### config.mk
export PLATFORM = sky130hd
export DESIGN_NAME = time_tag_capture_flat
export DESIGN_NICKNAME = d
export VERILOG_FILES = /design/src/rtl/time_tag_capture_if.sv /design/src/rtl/time_tag_capture.sv /design/src/flat_wrapper.sv
export SDC_FILE = /design/constraint.sdc
export NUM_CORES = 1
export LEC_CHECK = 0
export CORE_ASPECT_RATIO = 0.9
export CORE_MARGIN = 2
export CORE_UTILIZATION = 51
export CTS_CLUSTER_DIAMETER = 150
export DETAILED_ROUTE_END_ITERATION = 12
export GPL_TIMING_DRIVEN = 0
export PLACE_DENSITY = 0.72
export SYNTH_ARGS = -nofsm -noshare
export SYNTH_HDL_FRONTEND = slang
export SYNTH_SLANG_ARGS = --single-unit
### constraint.sdc
create_clock -name clk -period 6.6 [get_ports clk]
set_input_delay 1.32 -clock clk [delete_from_list [all_inputs] [get_ports clk]]
set_output_delay 1.32 -clock clk [all_outputs]
set_load 0.01 [all_outputs]
### src/rtl/time_tag_capture_if.sv
// Tag stream from time_tag_capture toward the register bank.
// Handshake: an entry moves when tag_valid && tag_ready at a rising clk edge; tag_data holds while tag_valid && !tag_ready.
interface time_tag_capture_if #(
    parameter int CW = 27,
    parameter int SW = 4
);
    logic [CW+SW-1:0] tag_data;
    logic             tag_valid;
    logic             tag_ready;

    modport master (
        output tag_data,
        output tag_valid,
        input  tag_ready
    );

    modport slave (
        input  tag_data,
        input  tag_valid,
        output tag_ready
    );
endinterface

### src/rtl/time_tag_capture.sv
// Trigger/PPS capture of the free-running cycle count with a first-word-fall-through tag FIFO.
// Optional macro TIME_TAG_DROP_CNT_EN adds the saturating drop_cnt output.
module time_tag_capture #(
    parameter int CW    = 27,
    parameter int SW    = 4,
    parameter int DEPTH = 8
) (
    input  logic                     clk,
    input  logic                     res,
    input  logic [CW-1:0]            count,
    input  logic                     pps,
    input  logic                     trig,
    output logic [CW-1:0]            pps_count,
    output logic                     pps_lock,
    output logic [SW-1:0]            sec,
    output logic [$clog2(DEPTH):0]   fifo_level,
    output logic                     ovf,
    input  logic                     ovf_clr,
`ifdef TIME_TAG_DROP_CNT_EN
    output logic [7:0]               drop_cnt,
`endif
    time_tag_capture_if.master       tag_if
);

    localparam int AW = $clog2(DEPTH);
    localparam logic [AW:0] FULL_LVL = (AW+1)'(DEPTH);

    typedef enum logic [1:0] {
        PPS_NONE = 2'd0,
        PPS_ONE  = 2'd1,
        PPS_LOCK = 2'd2
    } pps_state_t;

    pps_state_t       pps_state;
    pps_state_t       pps_state_nxt;

    logic [CW+SW-1:0] mem [DEPTH];
    logic [AW-1:0]    wr_ptr;
    logic [AW-1:0]    rd_ptr;
    logic [AW:0]      level;
    logic             empty;
    logic             full;
    logic             push;
    logic             pop;
    logic             drop;

    assign empty = (level == '0);
    assign full  = (level == FULL_LVL);
    assign pop   = !empty && tag_if.tag_ready;
    // A full FIFO still accepts a trigger when the head leaves in the same cycle.
    assign push  = trig && (!full || pop);
    assign drop  = trig && full && !pop;

    // PPS sample and seconds index; sec is read pre-increment by a coincident trigger.
    always_ff @(posedge clk) begin
        if (!res) begin
            pps_count <= '0;
            sec       <= '0;
        end else if (pps) begin
            pps_count <= count;
            sec       <= sec + 1'b1;
        end
    end

    always_ff @(posedge clk) begin
        if (!res) begin
            pps_state <= PPS_NONE;
        end else begin
            pps_state <= pps_state_nxt;
        end
    end

    // The first PPS after reset closes a partial interval, so lock needs two.
    always_comb begin
        pps_state_nxt = pps_state;
        case (pps_state)
            PPS_NONE: if (pps) pps_state_nxt = PPS_ONE;
            PPS_ONE:  if (pps) pps_state_nxt = PPS_LOCK;
            PPS_LOCK: pps_state_nxt = PPS_LOCK;
            default:  pps_state_nxt = PPS_NONE;
        endcase
    end

    assign pps_lock = (pps_state == PPS_LOCK);

    always_ff @(posedge clk) begin
        if (push) begin
            mem[wr_ptr] <= {sec, count};
        end
    end

    always_ff @(posedge clk) begin
        if (!res) begin
            wr_ptr <= '0;
            rd_ptr <= '0;
            level  <= '0;
        end else begin
            if (push) wr_ptr <= wr_ptr + 1'b1;
            if (pop)  rd_ptr <= rd_ptr + 1'b1;
            if (push && !pop) begin
                level <= level + 1'b1;
            end else if (pop && !push) begin
                level <= level - 1'b1;
            end
        end
    end

    // Set beats clear so a drop in the clearing cycle is never lost.
    always_ff @(posedge clk) begin
        if (!res) begin
            ovf <= 1'b0;
        end else if (drop) begin
            ovf <= 1'b1;
        end else if (ovf_clr) begin
            ovf <= 1'b0;
        end
    end

`ifdef TIME_TAG_DROP_CNT_EN
    always_ff @(posedge clk) begin
        if (!res) begin
            drop_cnt <= 8'd0;
        end else if (ovf_clr) begin
            drop_cnt <= {7'd0, drop};
        end else if (drop && (drop_cnt != 8'hFF)) begin
            drop_cnt <= drop_cnt + 8'd1;
        end
    end
`endif

    assign tag_if.tag_valid = !empty;
    assign tag_if.tag_data  = empty ? '0 : mem[rd_ptr];
    assign fifo_level       = level;

endmodule

### src/flat_wrapper.sv
// flat-port wrapper written by rule: the top's interface ports become plain ports
module time_tag_capture_flat 
#(
    parameter int CW    = 27,
    parameter int SW    = 4,
    parameter int DEPTH = 8
)
  (clk, res, count, pps, trig, pps_count, pps_lock, sec, fifo_level, ovf, ovf_clr, tag_if_tag_data, tag_if_tag_valid, tag_if_tag_ready);
  time_tag_capture_if #(.CW(CW), .SW(SW)) tag_if_i ();
  input  logic clk;
  input  logic res;
  input  logic [CW-1:0] count;
  input  logic pps;
  input  logic trig;
  output logic [CW-1:0] pps_count;
  output logic pps_lock;
  output logic [SW-1:0] sec;
  output logic [$clog2(DEPTH):0] fifo_level;
  output logic ovf;
  input  logic ovf_clr;
  output wire logic [$bits(tag_if_i.tag_data)-1:0] tag_if_tag_data;
  output wire logic [$bits(tag_if_i.tag_valid)-1:0] tag_if_tag_valid;
  input wire logic [$bits(tag_if_i.tag_ready)-1:0] tag_if_tag_ready;
  assign tag_if_tag_data = tag_if_i.tag_data;
  assign tag_if_tag_valid = tag_if_i.tag_valid;
  assign tag_if_i.tag_ready = tag_if_tag_ready;
  time_tag_capture #(.CW(CW), .SW(SW), .DEPTH(DEPTH)) u_core (.clk(clk), .res(res), .count(count), .pps(pps), .trig(trig), .pps_count(pps_count), .pps_lock(pps_lock), .sec(sec), .fifo_level(fifo_level), .ovf(ovf), .ovf_clr(ovf_clr), .tag_if(tag_if_i));
endmodule
[Word level (Yosys, flattened, before mapping)]
Memories as Yosys holds them, arrays and structs flattened. A register that Yosys moved wholly into a read port is not among the register bits.
Cells that the tools add are included.
Storage, ports and cells
  flip-flop bits (word level): 44
  RAM bits: 248
  bits of input ports: 33
  word-level logic and storage cells: 46
  memories: 1
Memories
  u_core.mem: words 8, bits a word 31, rd ports 1, clocked after memory_dff 1, write ports 1, RTL line time_tag_capture.sv:37  | logic [CW+SW-1:0] mem [DEPTH];
Cells by class
  add/subtract/negate cells: 5
  equal/unequal tests: 5
  mux-type cells: 12
  reduce and logical (&&, ||, !) cells: 16
Operators with widths (number)
  2-to-1 mux 31 bit: 1
  adder 4 x 1 -> 4 bit, second input constant: 2
  2-to-1 mux 4 bit: 2
  adder 3 x 1 -> 3 bit, second input constant: 2
  logical AND 1 bit: 6
  2-to-1 mux 3 bit: 2
  one-hot mux 2 bit (3 select lines): 1
  == test 4 bit, second input constant: 1
  zero test 1 bit: 4
  zero test 4 bit: 1
  2-to-1 mux 1 bit: 4
  2-to-1 mux 2 bit: 2
  != test 2 bit, second input constant: 2
  nonzero test 2 bit: 2
  subtractor 4 x 1 -> 4 bit, second input constant: 1
  == test 2 x 1 -> 1 bit, second input constant: 1
  == test 2 bit, second input constant: 1
  zero test 2 bit: 1
  AND reduction 2 bit: 1
  logical OR 1 bit: 1

[Depth between registers and ports, before layout]
  depth in word-level cells: 9
  gate-level depth with buffers: 11

[Least setup slack after synthesis]
No wires, ideal clock.
  path type: input to register
  start point: in tag_if_tag_ready
  end point: mem u_core.mem[0][0] in the netlist's numbering, enable pin
  arrival time: 4.558 ns
  data required time: 6.103 ns
  setup slack: 1.545 ns
  stages on the path: 3
  path buffers: 0
  path through: nand2b_1 -> o21ai_4 -> nor4_1
Between the ends
  cells in the longest elaborated chain, start to end: 5
Ends and longest elaborated chain
  from (decl): RTL line flat_wrapper.sv:23  | input wire logic [$bits(tag_if_i.tag_ready)-1:0] tag_if_tag_ready;
  logical AND 1 bit: RTL line time_tag_capture.sv:49  | assign pop = !empty && tag_if.tag_ready;
  logical OR 1 bit: RTL line time_tag_capture.sv:51  | assign push = trig && (!full || pop);
  logical AND 1 bit: RTL line time_tag_capture.sv:51
  2-to-1 mux 1 bit: RTL line time_tag_capture.sv:87  | if (push) begin
  2-to-1 mux 1 bit (not written as such): RTL line time_tag_capture.sv:88  | mem[wr_ptr] <= {sec, count};
  to (decl): RTL line time_tag_capture.sv:37
No other way between the ends.

==> results.yml <==
status:
  status: "complete, no violations"
yosys:
  synth_top_area_share_pct: 65.2
  syn_avg_cell_area_um2: 19.3
  syn_inst: 591
  synth_area_leaders: "edfxtp_1 (65%), mux4_2 (12%), dfxtp_1 (8.2%)"
  syn_nets: 634
  ys_warn_count: 0
  yosysTopAreaCell: "edfxtp_1"
  synth_area_um2: 11400
  synth_cell_types: 36
  synth_seq_area_share_pct: 73.4
  yosys_register_bits: 295
clock_network:
  insertion_delay_ps: 540
  cts_hold_buf: 0
  cts.sinks: 295
  htree_levels: 1
  clkSlewWorstSetupHoldPaths_ps: 60
  ctsResizeCount: 0
  cts_made_buffers: 29
  post_cts_buffers: 0
  cts_tree: "yes"
  cts_root_buf: "clkbuf_16"
  cts_max_path_buffers: 3
route:
  drt_iter0_drc: 472
  viasPerCell: 5.53
  route.detailed.drc: 0
  routed_wl_um: 23100
  drtPass1Iterations: 5
  antenna_left: 0
  wl_per_cell_um: 21.9
  num_vias: 5836
worst_hold_path:
  whs_path_depth: 2
  hold_path.class: "reg -> reg"
  min_to: "u_core.pps_count[15]"
  hp-start: "u_core.pps_count[15]"
setup_path:
  critPathKind: "reg -> out"
  worstRegToRegCells: 10
  critPathLaunchType: "register"
  crit_chain: "clkbuf_2 > buf_1 > mux4_2 > mux2i_1 > nor2_1 > clkdlybuf4s50_1"
  cp_slowest_stage_delay_ps: 590
  r2r_slack_ps: 3920
  cp.arrival_ps: 2860
  cp-end-kind: "primary output"
  cpMaxStageDelayCell: "clkdlybuf4s50_1"
  r2r_end: "u_core.fifo_level[3]"
  path_max_fanout: 10
  cp_data_required_time_ps: 5280
  r2r-start: "u_core.fifo_level[0]"
finish:
  syn_to_final_growth_pct: 23.2
  diodes: 0
  num-nets-final: 785
  final_common_cell: "edfxtp_1"
  final_cell_mix: "edfxtp_1 (248), clkdlybuf4s50_1 (99), mux4_2 (62)"
  drive_above_1_share_pct: 19.7
die:
  die-area_um2: 23600
  core_area_um2: 21800
  boundaryPins: 102
  die_w_um: 162
  die_h_um: 146
  row_count: 51
  start_util_pct: 52.3
power_and_ir_drop:
  leakagePower_nw: 4.63
  max-vdd-ir-drop_mv: 0.212
  power_density_nw_per_um2: 368
timing:
  hold_viol: 0
  rsz0062_at_grt: "no"
  period_minus_slack_ps: 4180
  worst_hold_slack_ps: 515
  final.setup_skew_ps: 15.0
  worst-slew-pin-transition_ps: 1040
  finalSetupViolations: 0
  maxSlewHeadroom_pct: 30.1
  fin_tns_setup_ps: 0
  final_max_slew_viol_count: 0
  max_freq_mhz: 239
  period_share_pct: 63.4
global_route:
  globalRouteTotalUtil_pct: 20.2
  grt_max_degree: 17
  antenna_found_initial: 0
  overflow: 0
  first_global_vias: 6287
  grt_first_pass_wirelength_um: 35800
placement:
  place_congestion: 0.723
  numPortBuffers: 99
  dp_hpwl_um: 15200
job:
  max_cap_violations: 0
-- cell families after synthesis --
| kind of cell | after synthesis | share of synthesized area, % |
|---|---|---|
| AOI/OAI and AO/OA | 13 | 0.789 |
| xor gates and xnor gates | 9 | 0.690 |
| adders and majority gates | 10 | 1.16 |
| buffers and inverters | 37 | 1.54 |
| DFF | 295 | 73.4 |
| muxes | 123 | 17.6 |
| and+or+nand+nor | 104 | 4.82 |
-- critical path, delay by kind of cell (launching register included) --
kind | cells | cell delay [ps]
buffers and inverters | 3 | 1360
multiplexers | 2 | 410
flip-flops | 1 | 310
AND/OR/NAND/NOR | 1 | 250
-- sequential cells by signal, indices dropped and copies added, names as in the netlist, named ones only --
| signal | count |
|---|---|
| u_core.pps_count | 27 |
| u_core.rd_ptr | 3 |
| u_core.wr_ptr | 3 |
| u_core.fifo_level | 4 |
| u_core.pps_state | 2 |
| u_core.mem | 248 |
| u_core.sec | 4 |
| u_core.ovf | 1 |
-- where the power goes --
group	leakage (nW)	total, mW	switching (mW)	internal (mW)
Clock	0.465	1.64	0.661	0.975
Sequential	2.64	2.17	0.0474	2.12
Combinational	1.53	1.37	0.655	0.718
-- metrics by stage --
step / utilization, % / total power [mW] / cells / cell area, µm² / setup WS, ps
4_1_cts: 64.5 / 5.24 / 1056 / 14100 / 2370
5_1_grt: 64.5 / 5.39 / 1056 / 14100 / 2260
3_3_place_gp: 58.6 / 3.55 / 981 / 12800 / -2040
2_1_floorplan: - / 3.03 / 591 / 11400 / 1540
6_report: 64.5 / 5.18 / 1056 / 14100 / 2420
3_5_place_dp: 60.1 / 3.60 / 1002 / 13100 / 2460
-- per-layer routing --
layer	GRT usage (%)	up-vias	share of wire, %
li1	-	2616	-
met1	26.8	2980	41
met2	34.5	202	51
met3	3.62	38	5.8
met4	5.71	0	2.0
met5	0	-	0
-- cell type report --
class,instances,area [µm²]
inverter,6,22.5
tap,291,364
multi-input combinational,259,2910
buffer,31,154
clock inverter,17,184
sequential,295,8390
clock buffer,37,766
fill,1523,7750
timing repair buffer,120,1290
-- cell usage after synthesis --
| cell type | n |
|---|---|
| a211oi_1 | 1 |
| a21boi_0 | 2 |
| a21oi_1 | 4 |
| a31oi_1 | 1 |
| and2_1 | 10 |
| buf_1 | 3 |
| buf_2 | 8 |
| buf_4 | 5 |
| buf_6 | 1 |
| clkbuf_1 | 13 |
| clkbuf_2 | 1 |
| dfxtp_1 | 47 |
| edfxtp_1 | 248 |
| fa_1 | 1 |
| ha_1 | 9 |
| inv_1 | 5 |
| inv_2 | 1 |
| mux2i_1 | 61 |
| mux4_2 | 62 |
| nand2_1 | 8 |
| nand2_4 | 1 |
| nand2b_1 | 4 |
| nand3_1 | 3 |
| nand4_1 | 1 |
| nor2_1 | 38 |
| nor2_8 | 1 |
| nor2b_1 | 32 |
| nor3_1 | 4 |
| nor4_1 | 1 |
| o211ai_1 | 1 |
| o21ai_0 | 2 |
| o21ai_4 | 1 |
| o21bai_1 | 1 |
| or3_4 | 1 |
| xnor2_1 | 8 |
| xor2_1 | 1 |
-- worst max-delay path by stage --
stage	from	endpoint	cells past startpoint
3_3_place_gp	tag_if_tag_ready	u_core.mem[0][14]	4
3_5_place_dp	tag_if_tag_ready	u_core.mem[4][14]	8
6_report	register	tag_if_tag_data[18]	6
2_1_floorplan	tag_if_tag_ready	u_core.mem[0][0]	3
4_1_cts	register	tag_if_tag_data[18]	6
5_1_grt	register	tag_if_tag_data[18]	6
Power figures use the tool's default switching activity.
